## config.mk

```make
export PLATFORM = sky130hd
export DESIGN_NAME = onehot_rr_arbiter
export DESIGN_NICKNAME = d
export VERILOG_FILES = /design/src/rtl/onehot_rr_arbiter_pkg.sv /design/src/rtl/onehot_rr_arbiter_rr_pick.sv /design/src/rtl/onehot_rr_arbiter.sv
export SDC_FILE = /design/constraint.sdc
export NUM_CORES = 1
export LEC_CHECK = 0
export CORE_MARGIN = 2
export CORE_UTILIZATION = 40
export DETAILED_ROUTE_END_ITERATION = 7
export DONT_BUFFER_PORTS = 1
export MAX_ROUTING_LAYER = met4
export PLACE_DENSITY = 0.55
export RECOVER_POWER = 50
export SLEW_MARGIN = 20
export SYNTH_ARGS = -nofsm -noshare
export SYNTH_HDL_FRONTEND = slang
export SYNTH_SLANG_ARGS = --single-unit
export TNS_END_PERCENT = 20
```

## constraint.sdc

```tcl
create_clock -name clk -period 9 [get_ports clk]
set_clock_uncertainty 0.2 [all_clocks]
set_input_delay 2.7 -clock clk [delete_from_list [all_inputs] [get_ports clk]]
set_output_delay 2.7 -clock clk [all_outputs]
set_load 0.01 [all_outputs]
```

## src/rtl/onehot_rr_arbiter_pkg.sv

```systemverilog
// rtl/onehot_rr_arbiter_pkg.sv - shared parameters and helpers for the round-robin request stage
//
// Purpose : default line count, pointer-width derivation and a one-hot to
//           index helper for checkers and monitors.
// Ports   : none (package).

package onehot_rr_arbiter_pkg;

  // Eight lines feed the downstream 8-to-3 encoder.
  localparam int N_DEF = 8;

  // Width of the round-robin pointer for a given line count.
  function automatic int ptr_width(input int n);
    return $clog2(n);
  endfunction

  // Index of the highest set bit; zero for an all-zero word.
  // Callers pass legal one-hot words, so "highest" is simply "the" bit.
  function automatic logic [4:0] onehot_to_idx(input logic [31:0] v);
    logic [4:0] r;
    r = '0;
    for (int i = 0; i < 32; i++) begin
      if (v[i]) r = 5'(i);
    end
    return r;
  endfunction

endpackage

```

## src/rtl/onehot_rr_arbiter_rr_pick.sv

```systemverilog
// rtl/onehot_rr_arbiter_rr_pick.sv - combinational round-robin find-first over pending bits
//
// Purpose : pick the first set bit of i_pending searching upward from i_ptr,
//           wrapping from N-1 to 0.
// Ports   : i_pending [N]  candidate bits
//           i_ptr     [IW] search start index
//           o_grant   [N]  one-hot of the chosen bit (zero when none)
//           o_idx     [IW] index of the chosen bit
//           o_any     [1]  at least one candidate present

module onehot_rr_arbiter_rr_pick
  import onehot_rr_arbiter_pkg::*;
#(
  parameter int N  = N_DEF,
  parameter int IW = ptr_width(N)
) (
  input  logic [N-1:0]  i_pending,
  input  logic [IW-1:0] i_ptr,
  output logic [N-1:0]  o_grant,
  output logic [IW-1:0] o_idx,
  output logic          o_any
);

  logic [N-1:0]  w_rot;
  logic [IW-1:0] w_first;
  logic          w_found;

  always_comb begin
    // Rotate right by ptr so the search start lands at bit 0.
    w_rot   = N'({i_pending, i_pending} >> i_ptr);
    w_first = '0;
    w_found = 1'b0;
    for (int k = 0; k < N; k++) begin
      if (!w_found && w_rot[k]) begin
        w_first = IW'(k);
        w_found = 1'b1;
      end
    end
    // N is a power of two, so IW-bit addition is the modulo-N rotate back.
    o_idx   = w_first + i_ptr;
    o_any   = w_found;
    o_grant = w_found ? (N'(1) << o_idx) : '0;
  end

endmodule

```

## src/rtl/onehot_rr_arbiter.sv

```systemverilog
// rtl/onehot_rr_arbiter.sv - edge-captured request lines presented round-robin as one-hot events
//
// Purpose : capture rising edges on N request lines into a pending register
//           and present them one at a time, round-robin, as a registered
//           one-hot word with a valid/ready handshake.
// Ports   : clk        [1] clock, rising edge
//           rst        [1] synchronous active-high reset
//           req_in     [N] synchronised level requests
//           out_onehot [N] registered one-hot event, zero when out_valid=0
//           out_valid  [1] out_onehot holds an event
//           out_ready  [1] consumer accepts the event this cycle
//           pending    [N] captured, not yet presented events
//           drop       [1] one-cycle pulse: a rise merged into a pending line

module onehot_rr_arbiter
  import onehot_rr_arbiter_pkg::*;
#(
  parameter int N = N_DEF
) (
  input  logic         clk,
  input  logic         rst,
  input  logic [N-1:0] req_in,
  output logic [N-1:0] out_onehot,
  output logic         out_valid,
  input  logic         out_ready,
  output logic [N-1:0] pending,
  output logic         drop
);

  localparam int IW = ptr_width(N);

  logic [N-1:0]  r_req_q;
  logic [N-1:0]  r_pending;
  logic [IW-1:0] r_ptr;
  logic [N-1:0]  r_onehot;
  logic          r_valid;
  logic          r_drop;

  logic [N-1:0]  w_rise;
  logic          w_load;
  logic [N-1:0]  w_grant;
  logic [IW-1:0] w_idx;
  logic          w_any;
  logic [N-1:0]  w_clr;

  onehot_rr_arbiter_rr_pick #(.N(N), .IW(IW)) u_pick (
    .i_pending (r_pending),
    .i_ptr     (r_ptr),
    .o_grant   (w_grant),
    .o_idx     (w_idx),
    .o_any     (w_any)
  );

  assign w_rise = req_in & ~r_req_q;
  assign w_load = ~r_valid | out_ready;
  // Only the bit actually moved into the output register leaves pending.
  assign w_clr  = (w_load && w_any) ? w_grant : '0;

  always_ff @(posedge clk) begin
    if (rst) begin
      r_req_q   <= '0;
      r_pending <= '0;
      r_ptr     <= '0;
      r_onehot  <= '0;
      r_valid   <= 1'b0;
      r_drop    <= 1'b0;
    end else begin
      r_req_q   <= req_in;
      // Set wins over clear: a rise on the line granted this edge is a new event.
      r_pending <= (r_pending & ~w_clr) | w_rise;
      r_drop    <= |(w_rise & r_pending & ~w_clr);
      if (w_load) begin
        if (w_any) begin
          r_onehot <= w_grant;
          r_valid  <= 1'b1;
          r_ptr    <= w_idx + IW'(1);
        end else begin
          r_onehot <= '0;
          r_valid  <= 1'b0;
        end
      end
    end
  end

  assign out_onehot = r_onehot;
  assign out_valid  = r_valid;
  assign pending    = r_pending;
  assign drop       = r_drop;

endmodule

```

==> metrics, run 1 <==
CTS max path bufs=2; Die Width=69.92 um; cell area after layout=0.001839 sq mm; I/O pin cnt=29; Mapped Area=~0.0017 sq mm; Slew HR=0.4857; CTS tree=done; Root Driver=clkbuf_8; FILL cells=396; Setup Total Neg Slack=0 ns; H-tree Lvls=2; sequential element share of the synthesized area=0.3341; Final Hold Fails=0; DR DRC count=0; Max Freq=about 0.21 GHz; path depth of the worst reg2reg path=16; CTS sink cnt=29; Synth Net Count=206; Yosys cell types=39; placed instance area=between 0.0015 and 0.002 sq mm; final wirelength=4100 um; #FFs+latches synth=29; antenna violations before repair=0; storage element area=580.6 sq um; nets=204; total CTS buffers=5; number of enable flip-flop cells after synthesis=0; critical path launch point type=register; YS warnings=0; R2R Setup Slk=4.22 ns; Worst setup EP type=register; Crit path arrival time=roughly 4.8 ns; pre-CTS WS=4.330 ns; Vias=about 1400; port bufs=0; Die Y=69.92 um; post-layout min period=roughly 4.8 ns; RR Startpoint=r_ptr[1]; drt pass-1 iters=4; Hold Crit Class=register to register; die area=0.004888 sq mm; core area=0.004086 sq mm; GPL Wtd Cong=just under 0.9; initial core utilization=0.4253; CP Class=register to register; Skew-Pair Late Insertion Delay=approximately 0.28 ns; GRT Util Overall=0.1806; setup violators final=0; peak supply drop=between 0.15 and 0.2 mV; Final Cycle Share=0.5310; Multi-input gate area=around 0.0011 sq mm; mean routed wirelength per cell=17.30 um; PostCTS Resize Cnt=0; Slew Limit Fails=0; worst setup path endpoint=drop; launch point of the worst path=r_ptr[1]; asr flop ratio synth=0; row count=23; max_cap viols=0; Leak=0.6998 nW; Crit path required time=9.01 ns; P per Cell Area=386.5 mW/mm^2; Syn Area/Cell=9.244 sq um; Ant. Diodes=0; hold buffers post-CTS=0; global-route wire length before repair=6810 um; crit-path max FO=17; status=complete, no violations; Remaining Overflow, GRT=0; Setup WS post-layout=4.221 ns; fraction of layout instances using a drive strength above 1=0.1230; postcts setup bufs=0; initial drt markers=between 100 and 150; Reg clk slew, reported paths=0.06 ns; Worst R2R End=drop; Synth Instances=188; Post-DP HPWL=approximately 3000 um; antenna-violating nets left=0; vias in the first global route=1321; area grow syn2layout=5.831%; Synth Flop Type=dfxtp_1; RSZ-0062 raised after global routing=false; pin slew with the least headroom to its limit=0.7698 ns; vias per cell=5.932; largest net degree at the start of global routing=30
-- cells by family after synthesis --
family	Yosys count	synth area share
AND/OR/NAND/NOR	64	0.1822
AO/OA/AOI/OAI	39	0.1591
flip-flops	29	0.3341
multiplexers	27	0.2109
buffers and inverters	20	0.04896
adder cells (fa/ha/maj)	7	0.05471
XOR/XNOR	2	0.01008
-- power by group --
group	switching (W)	total, W	internal [W]
sequential	0.0000579	0.000214	0.000156
clock	0.0000486	0.000102	0.0000534
combinational	0.000221	0.000395	0.000174
total	0.000327	0.000711	0.000384
-- metal layers --
layer	vias to the layer above	track usage	wire, um	share of wire
met2	42	0.2688	1893	0.46
met1	682	0.2223	1821	0.44
li1	671	-	-	-
met3	11	0.06494	286	0.070
met5	-	-	0	0
met4	0	0.07479	98	0.024
-- Yosys cell counts (4+ instances only) --
cell type	number	area, sq um
inv_1	11	41.29
mux2_2	4	45.04
nand2_1	19	71.32
mux4_2	6	135.1
a21oi_1	16	80.08
nor2_1	14	52.55
mux2i_1	12	120.1
ha_1	6	75.07
nor2b_1	13	81.33
dfxtp_1	29	580.6
clkbuf_1	6	22.52
nand3_1	10	50.05
-- cell type report --
class | count | share of cell area
clock inverters | 2 | 0.005442
clock buffers | 6 | 0.03946
inverters | 11 | 0.02245
flip-flops and latches | 29 | 0.3156
multi-input cells | 139 | 0.5830
well taps | 50 | 0.03401
-- state kept, by name, summed over array words and instances (netlist names) --
register / flops
out_onehot: 8
pending: 8
r_req_q: 8
r_ptr: 3
drop: 1
out_valid: 1
-- metrics by stage --
| step | total power (W) | util | cells | hold slack, ns |
|---|---|---|---|---|
| after global routing | 0.0007734 | 0.4501 | 237 | 0.3306 |
| final | 0.0007109 | 0.4501 | 237 | 0.2985 |
| after CTS | 0.0007111 | 0.4501 | 237 | 0.3022 |
| after floorplan | 0.0005252 | - | 188 | 0.2727 |
| after detailed placement | 0.0006047 | 0.4299 | 229 | 0.2909 |
| after global placement | 0.0006002 | 0.4299 | 229 | 0.2787 |
-- how the worst min path moves through the flow --
stage,startpoint,endpoint,depth (start not counted)
final,out_onehot[0],out_onehot[0],2
after CTS,out_onehot[2],out_onehot[2],2
after global placement,r_req_q[5],pending[5],3
after floorplan,r_req_q[4],pending[4],3
after detailed placement,out_onehot[2],out_onehot[2],2
after global routing,out_onehot[2],out_onehot[2],2
-- cell usage in the layout, fill, tap and decap left out, types with 2 or more instances in the layout --
cell        n
dfxtp_1    29
o21ai_0     2
nand2_1    19
nor2b_1    13
a22oi_1     2
ha_1        6
o21ai_1     2
a32o_1      2
mux2_1      2
a211oi_1    3
inv_1      11
a41oi_1     2
a31oi_1     2
nand3_1    10
nor2_1     14
clkbuf_8    5
nand2b_1    3
mux2i_1    12
a21oi_1    16
mux2_2      4
mux4_2      6
mux2_4      2
o2111ai_1   3
clkinv_2    2
-- worst max-delay path, cell delays in order (launching register included) --
cell       delay, ns
dfxtp_1         0.80
mux2_4          0.38
or3b_2          0.44
a21oi_1         0.14
a21oi_1         0.10
a211oi_1        0.29
a31oi_1         0.06
nand2b_1        0.18
o221ai_1        0.09
ha_1            0.17
inv_1           0.05
fa_1            0.37
xnor2_1         0.42
mux2i_2         0.50
o2111ai_1       0.18
and4_1          0.24
a41oi_2         0.11
Power figures use the tool's default switching activity.
==> run 2: changes to the inputs <==
- PLACE_DENSITY: 0.55 -> 0.57
- clock period: 9 -> 4.17 ns (I/O delays scaled with it)
==> metrics, run 2 (synthesis gave the netlist of run 1 again) <==
status=complete, no violations; Slew HR=0.5895 (+0.1038); Vias=1445 (+2.8%); NetSw=0.0007696 W (+140%); Die Width=69.92 um (unchanged); placed cell count=242 (+5.7%); Worst setup EP type=register; crit-path max FO=4 (-13); total CTS buffers=5 (unchanged); Final Hold Fails=0 (unchanged); GPL Wtd Cong=0.8228 (-7.8%); switching share of total power=0.4330 (-0.02740); CTS sink cnt=29 (unchanged); CP Class=register to register; Slew Limit Fails=0 (unchanged); Hold Crit Class=register to register; Crit path arrival time=3.96 ns (-0.83 ns); Final Cycle Share=0.9473 (+0.4163); vias in the first global route=1394 (+5.5%); max_cap viols=0 (unchanged); Multi-input gate area=0.001131 sq mm (+5.5%); CTS tree=done; nets=217 (+6.4%); Leak=0.7842 nW (+12%); H-tree Lvls=2 (unchanged); RR Startpoint=r_ptr[1]; Ant. Diodes=0 (unchanged); R2R Setup Slk=0.22 ns (-4.00 ns); Die Y=69.92 um (unchanged); global-route wire length before repair=6768 um (-0.62%); hold path start=r_req_q[4]; fraction of layout instances using a drive strength above 1=0.2050 (+0.08201); DR DRC count=0 (unchanged); CTS max path bufs=2 (unchanged); initial drt markers=91 (-21%); post-layout min period=3.950 ns (-0.8287 ns); critical path launch point type=register; final wirelength=4217 um (+2.9%); FILL cells=395 (-0.25%); mean routed wirelength per cell=16.87 um (-2.5%); Root Driver=clkbuf_8; Skew-Pair Late Insertion Delay=0.28 ns (about the same); RSZ-0062 raised after global routing=false; Final Power=0.001777 W (+150%); Worst Hold Depth=3 (+1); initial core utilization=0.4253 (unchanged); Final Non-Filler Cells=250 (+5.5%); area grow syn2layout=17.06%; Max Freq=0.2532 GHz (+21%); Post-DP HPWL=3260 um (+8.5%); final design utilization=0.4979 (+0.04777); Worst R2R End=drop; Endpoint, Worst Hold=pending[4]; antenna-violating nets left=0 (unchanged); port bufs=0 (unchanged); antenna violations before repair=0 (unchanged); pin slew with the least headroom to its limit=0.6145 ns (-0.1553 ns); Crit path required time=4.18 ns (-4.83 ns); Combinational Power Share=0.605 (+0.050); Internal=0.001008 W (+160%); drt pass-1 iters=4 (unchanged); path depth of the worst reg2reg path=18 (+2); row count=23 (unchanged); GRT Util Overall=0.1784 (-0.002210); core area=0.004086 sq mm (unchanged); peak supply drop=0.3359 mV (+100%); Reg clk slew, reported paths=0.06 ns (about the same); die area=0.004888 sq mm (unchanged); I/O pin cnt=29 (unchanged); vias per cell=5.780 (-2.6%); commonest non-fill, non-tap cell in the layout=dfxtp_1; Remaining Overflow, GRT=0 (unchanged); most frequent cells in the layout=dfxtp_1, nand2_1, a21oi_1; largest net degree at the start of global routing=30 (unchanged); P per Cell Area=873.5 mW/mm^2 (+130%); setup violators final=0 (unchanged); hold buffers post-CTS=0 (unchanged); sequential share of power=0.227 (-0.074); storage element area=584.3 sq um (+0.65%); Clock power frac=0.168 (+0.025)
==> run 2: cell type report <==
cell class,instances,area share
clock buffers,7,0.04244
clock inverters,1,0.01476
inverters,11,0.02030
multi-input cells,139,0.5560
flip-flops and latches,29,0.2872
well taps,50,0.03075
repair buffers,13,0.04859
==> run 2: worst max-delay path by stage <==
stage | cells after the start | from | end
finish | 18 | r_ptr[1] | drop
global route | 19 | r_ptr[1] | drop
CTS | 17 | r_ptr[1] | drop
detailed placement | 17 | r_ptr[1] | drop
global placement | 17 | r_ptr[1] | drop
floorplan | 18 | r_ptr[1] | drop
==> run 2: repair_timing <==
| item | in CTS | in global routing |
|---|---|---|
| gates resized for setup | 1 | 10 |
| buffers inserted | 0 | 0 |
| endpoints found under the setup margin | 1 | 6 |
| pin swaps | 0 | 5 |
==> run 2: critical path: stages (launching register included) <==
cell	delay, ns
dfxtp_4	0.37
mux2_4	0.32
or3b_2	0.44
a21oi_1	0.13
a21oi_1	0.09
a211oi_1	0.22
a31oi_1	0.06
nand2b_1	0.16
o221ai_1	0.07
ha_1	0.18
inv_1	0.05
fa_2	0.55
inv_1	0.07
ha_1	0.21
ha_1	0.21
nand3_2	0.09
nand4b_1	0.12
and4_1	0.22
a41oi_2	0.12
==> run 2: metrics by stage <==
step | hold WS [ns] | cell area (sq um) | setup slack, ns | setup TNS [ns]
2_1_floorplan | 0.2727 | 1738 | 0.1203 | 0
3_3_place_gp | 0.2777 | 1867 | 0.1502 | 0
3_5_place_dp | 0.2835 | 1867 | -0.03560 | -0.03560
4_1_cts | 0.2921 | 1991 | 0.01126 | 0
5_1_grt | 0.3243 | 2034 | 0.03526 | 0
6_report | 0.2950 | 2034 | 0.2198 | 0
==> run 2: power groups by stage <==
stage          combinational, W  clock (W)  sequential [W]
2_1_floorplan          0.000729          0        0.000404
3_3_place_gp           0.000975          0        0.000407
3_5_place_dp           0.000999          0        0.000408
4_1_cts                 0.00101   0.000303        0.000403
5_1_grt                 0.00117   0.000315        0.000412
6_report                0.00108   0.000298        0.000404
==> run 2: metal layers <==
layer	part of all wire	wire length, um	global-route usage	up-vias
met2	0.50	2116	0.2878	31
met4	0.0062	26	0.04487	0
met3	0.041	174	0.04618	2
met5	0	0	-	-
li1	-	-	-	698
met1	0.45	1899	0.2242	714
==> run 3: changes to the inputs <==
- CTS_CLUSTER_SIZE: unset -> 20
- PLACE_DENSITY: 0.57 -> 0.55
- clock period: 4.17 -> 4.4 ns (I/O delays scaled with it)
==> metrics, run 3 (synthesis gave the netlist of run 1 again) <==
max_cap viols=0 (unchanged); Remaining Overflow, GRT=0 (unchanged); die area=0.004888 sq mm (unchanged); global-route wire length before repair=6955 um (+2.8%); GRT Util Overall=0.1869 (+0.008505); most used cell, CP=buf_4; Root Driver=clkbuf_8; Crit path arrival time=4.13 ns (+0.17 ns); CTS tree=done; placed cell count=239 (-1.2%); postcts setup bufs=0 (unchanged); largest net degree at the start of global routing=30 (unchanged); crit-path max FO=12 (+8); status=complete, no violations; Worst setup EP type=register; Worst Path Buf+Inv=3 (+1); H-tree Lvls=2 (unchanged); RSZ-0062 raised after global routing=false; uppermost routed layer=met4; port bufs=0 (unchanged); largest stage delay on the critical path=0.52 ns (-0.03 ns); initial core utilization=0.4253 (unchanged); Met3 Wirelength=233 um (+34%); Setup Total Neg Slack=0 ns (unchanged); Reg clk slew, reported paths=0.07 ns (about the same); hold path start=r_req_q[5]; post-layout min period=4.111 ns (+0.1610 ns); row count=23 (unchanged); vias in the first global route=1355 (-2.8%); Final Cycle Share=0.9344 (-0.01294); FILL cells=404 (+2.3%); cells along the critical path=buf_4, mux2_2, mux4_2, o21ai_0, nand2_1, o221ai_1, ha_1, inv_1, fa_1, xnor2_1, buf_4, mux2_4, a311oi_1, a41oi_1, a41oi_2; I/O pin cnt=29 (unchanged); CTS sink cnt=29 (unchanged); Ant. Diodes=0 (unchanged); initial drt markers=83 (-8.8%); CP Class=register to register; DR DRC count=0 (unchanged); Die Y=69.92 um (unchanged); Vias=1414 (-2.1%); mean routed wirelength per cell=17.15 um (+1.7%); Post-DP HPWL=3174 um (-2.6%); vias per cell=5.725 (-0.96%); Slew HR=0.5535 (-0.03604); R2R Setup Slk=0.29 ns (+0.07 ns); CTS max path bufs=2 (unchanged); RR Startpoint=r_ptr[1]; GPL Wtd Cong=0.9402 (+14%); Final Hold Fails=0 (unchanged); Leak=0.7503 nW (-4.3%); Crit path max-delay family=multiplexers; Hold Crit Class=register to register; total CTS buffers=5 (unchanged); Crit path required time=4.42 ns (+0.24 ns); peak supply drop=0.2945 mV (-12%); Max Freq=0.2432 GHz (-3.9%); critical path launch point type=register; critical path's slowest cell=mux4_2; Final Non-Filler Cells=247 (-1.2%); fraction of layout instances using a drive strength above 1=0.1523 (-0.05272); core area=0.004086 sq mm (unchanged); final wirelength=4236 um (+0.45%); drt pass-1 iters=4 (unchanged); antenna-violating nets left=0 (unchanged); Slew Limit Fails=0 (unchanged); P per Cell Area=819.2 mW/mm^2 (-6.2%); most frequent cells in the layout=dfxtp_1, nand2_1, a21oi_1; area grow syn2layout=11.81%; Hold WS=0.2950 ns (-0.00002400 ns); launch point of the worst path=r_ptr[1]; Die Width=69.92 um (unchanged); commonest non-fill, non-tap cell in the layout=dfxtp_1; pin slew with the least headroom to its limit=0.6684 ns (+0.05395 ns); routed wl met2=2026 um (-4.3%); antenna violations before repair=0 (unchanged); setup violators final=0 (unchanged); hold buffers post-CTS=0 (unchanged); Skew-Pair Late Insertion Delay=0.29 ns (about the same); met1 wire length=1846 um (-2.8%); nets=214 (-1.4%)
[run 3: metrics by stage]
stage	instance area [sq um]	utilization	worst slack (ns)	power, W
floorplan	1738	-	0.3503	0.001074
global placement	1832	0.4483	0.3090	0.001283
detailed placement	1832	0.4483	0.2574	0.001289
CTS	1948	0.4767	0.2141	0.001584
global route	1943	0.4755	0.01425	0.001728
finish	1943	0.4755	0.2889	0.001592
[run 3: final cells by class]
cell class / count / area [sq um] / share of cell area
clock inverter: 1 / 30.03 / 0.01545
clock buffer: 7 / 86.33 / 0.04443
multi-input combinational: 139 / 1081 / 0.5563
sequential: 29 / 581.8 / 0.2994
timing repair buffer: 10 / 60.06 / 0.03091
inverter: 11 / 41.29 / 0.02125
tap: 50 / 62.56 / 0.03220
[run 3: power by group]
part	total, W	internal [W]	switching, W
clock	0.000288	0.000184	0.000104
sequential	0.000383	0.000320	0.0000624
combinational	0.000921	0.000397	0.000524
total	0.00159	0.000901	0.000691
[run 3: repair_timing]
| item | CTS | global route |
|---|---|---|
| hold endpoints to repair | 0 | 0 |
| gates resized for setup | 0 | 2 |
| endpoints found under the setup margin | 0 | 1 |
[run 3: layer usage]
layer | vias up | track usage
li1 | 694 | -
met1 | 673 | 0.2269
met2 | 34 | 0.2836
met3 | 13 | 0.05628
met4 | 0 | 0.08974
met5 | - | -
[run 3: path summary, 6_finish.rpt]
| kind | to | depth (start not counted) |
|---|---|---|
| min reg2reg | pending[5] | 3 |
| max reg2reg | drop | 15 |
| min | pending[5] | 3 |
| max | drop | 15 |
[run 3: tightest hold or removal path, stage by stage (launching register included)]
cell and delay (ns):
dfxtp_1 0.30, inv_1 0.04, nand2_1 0.05, a21oi_1 0.05
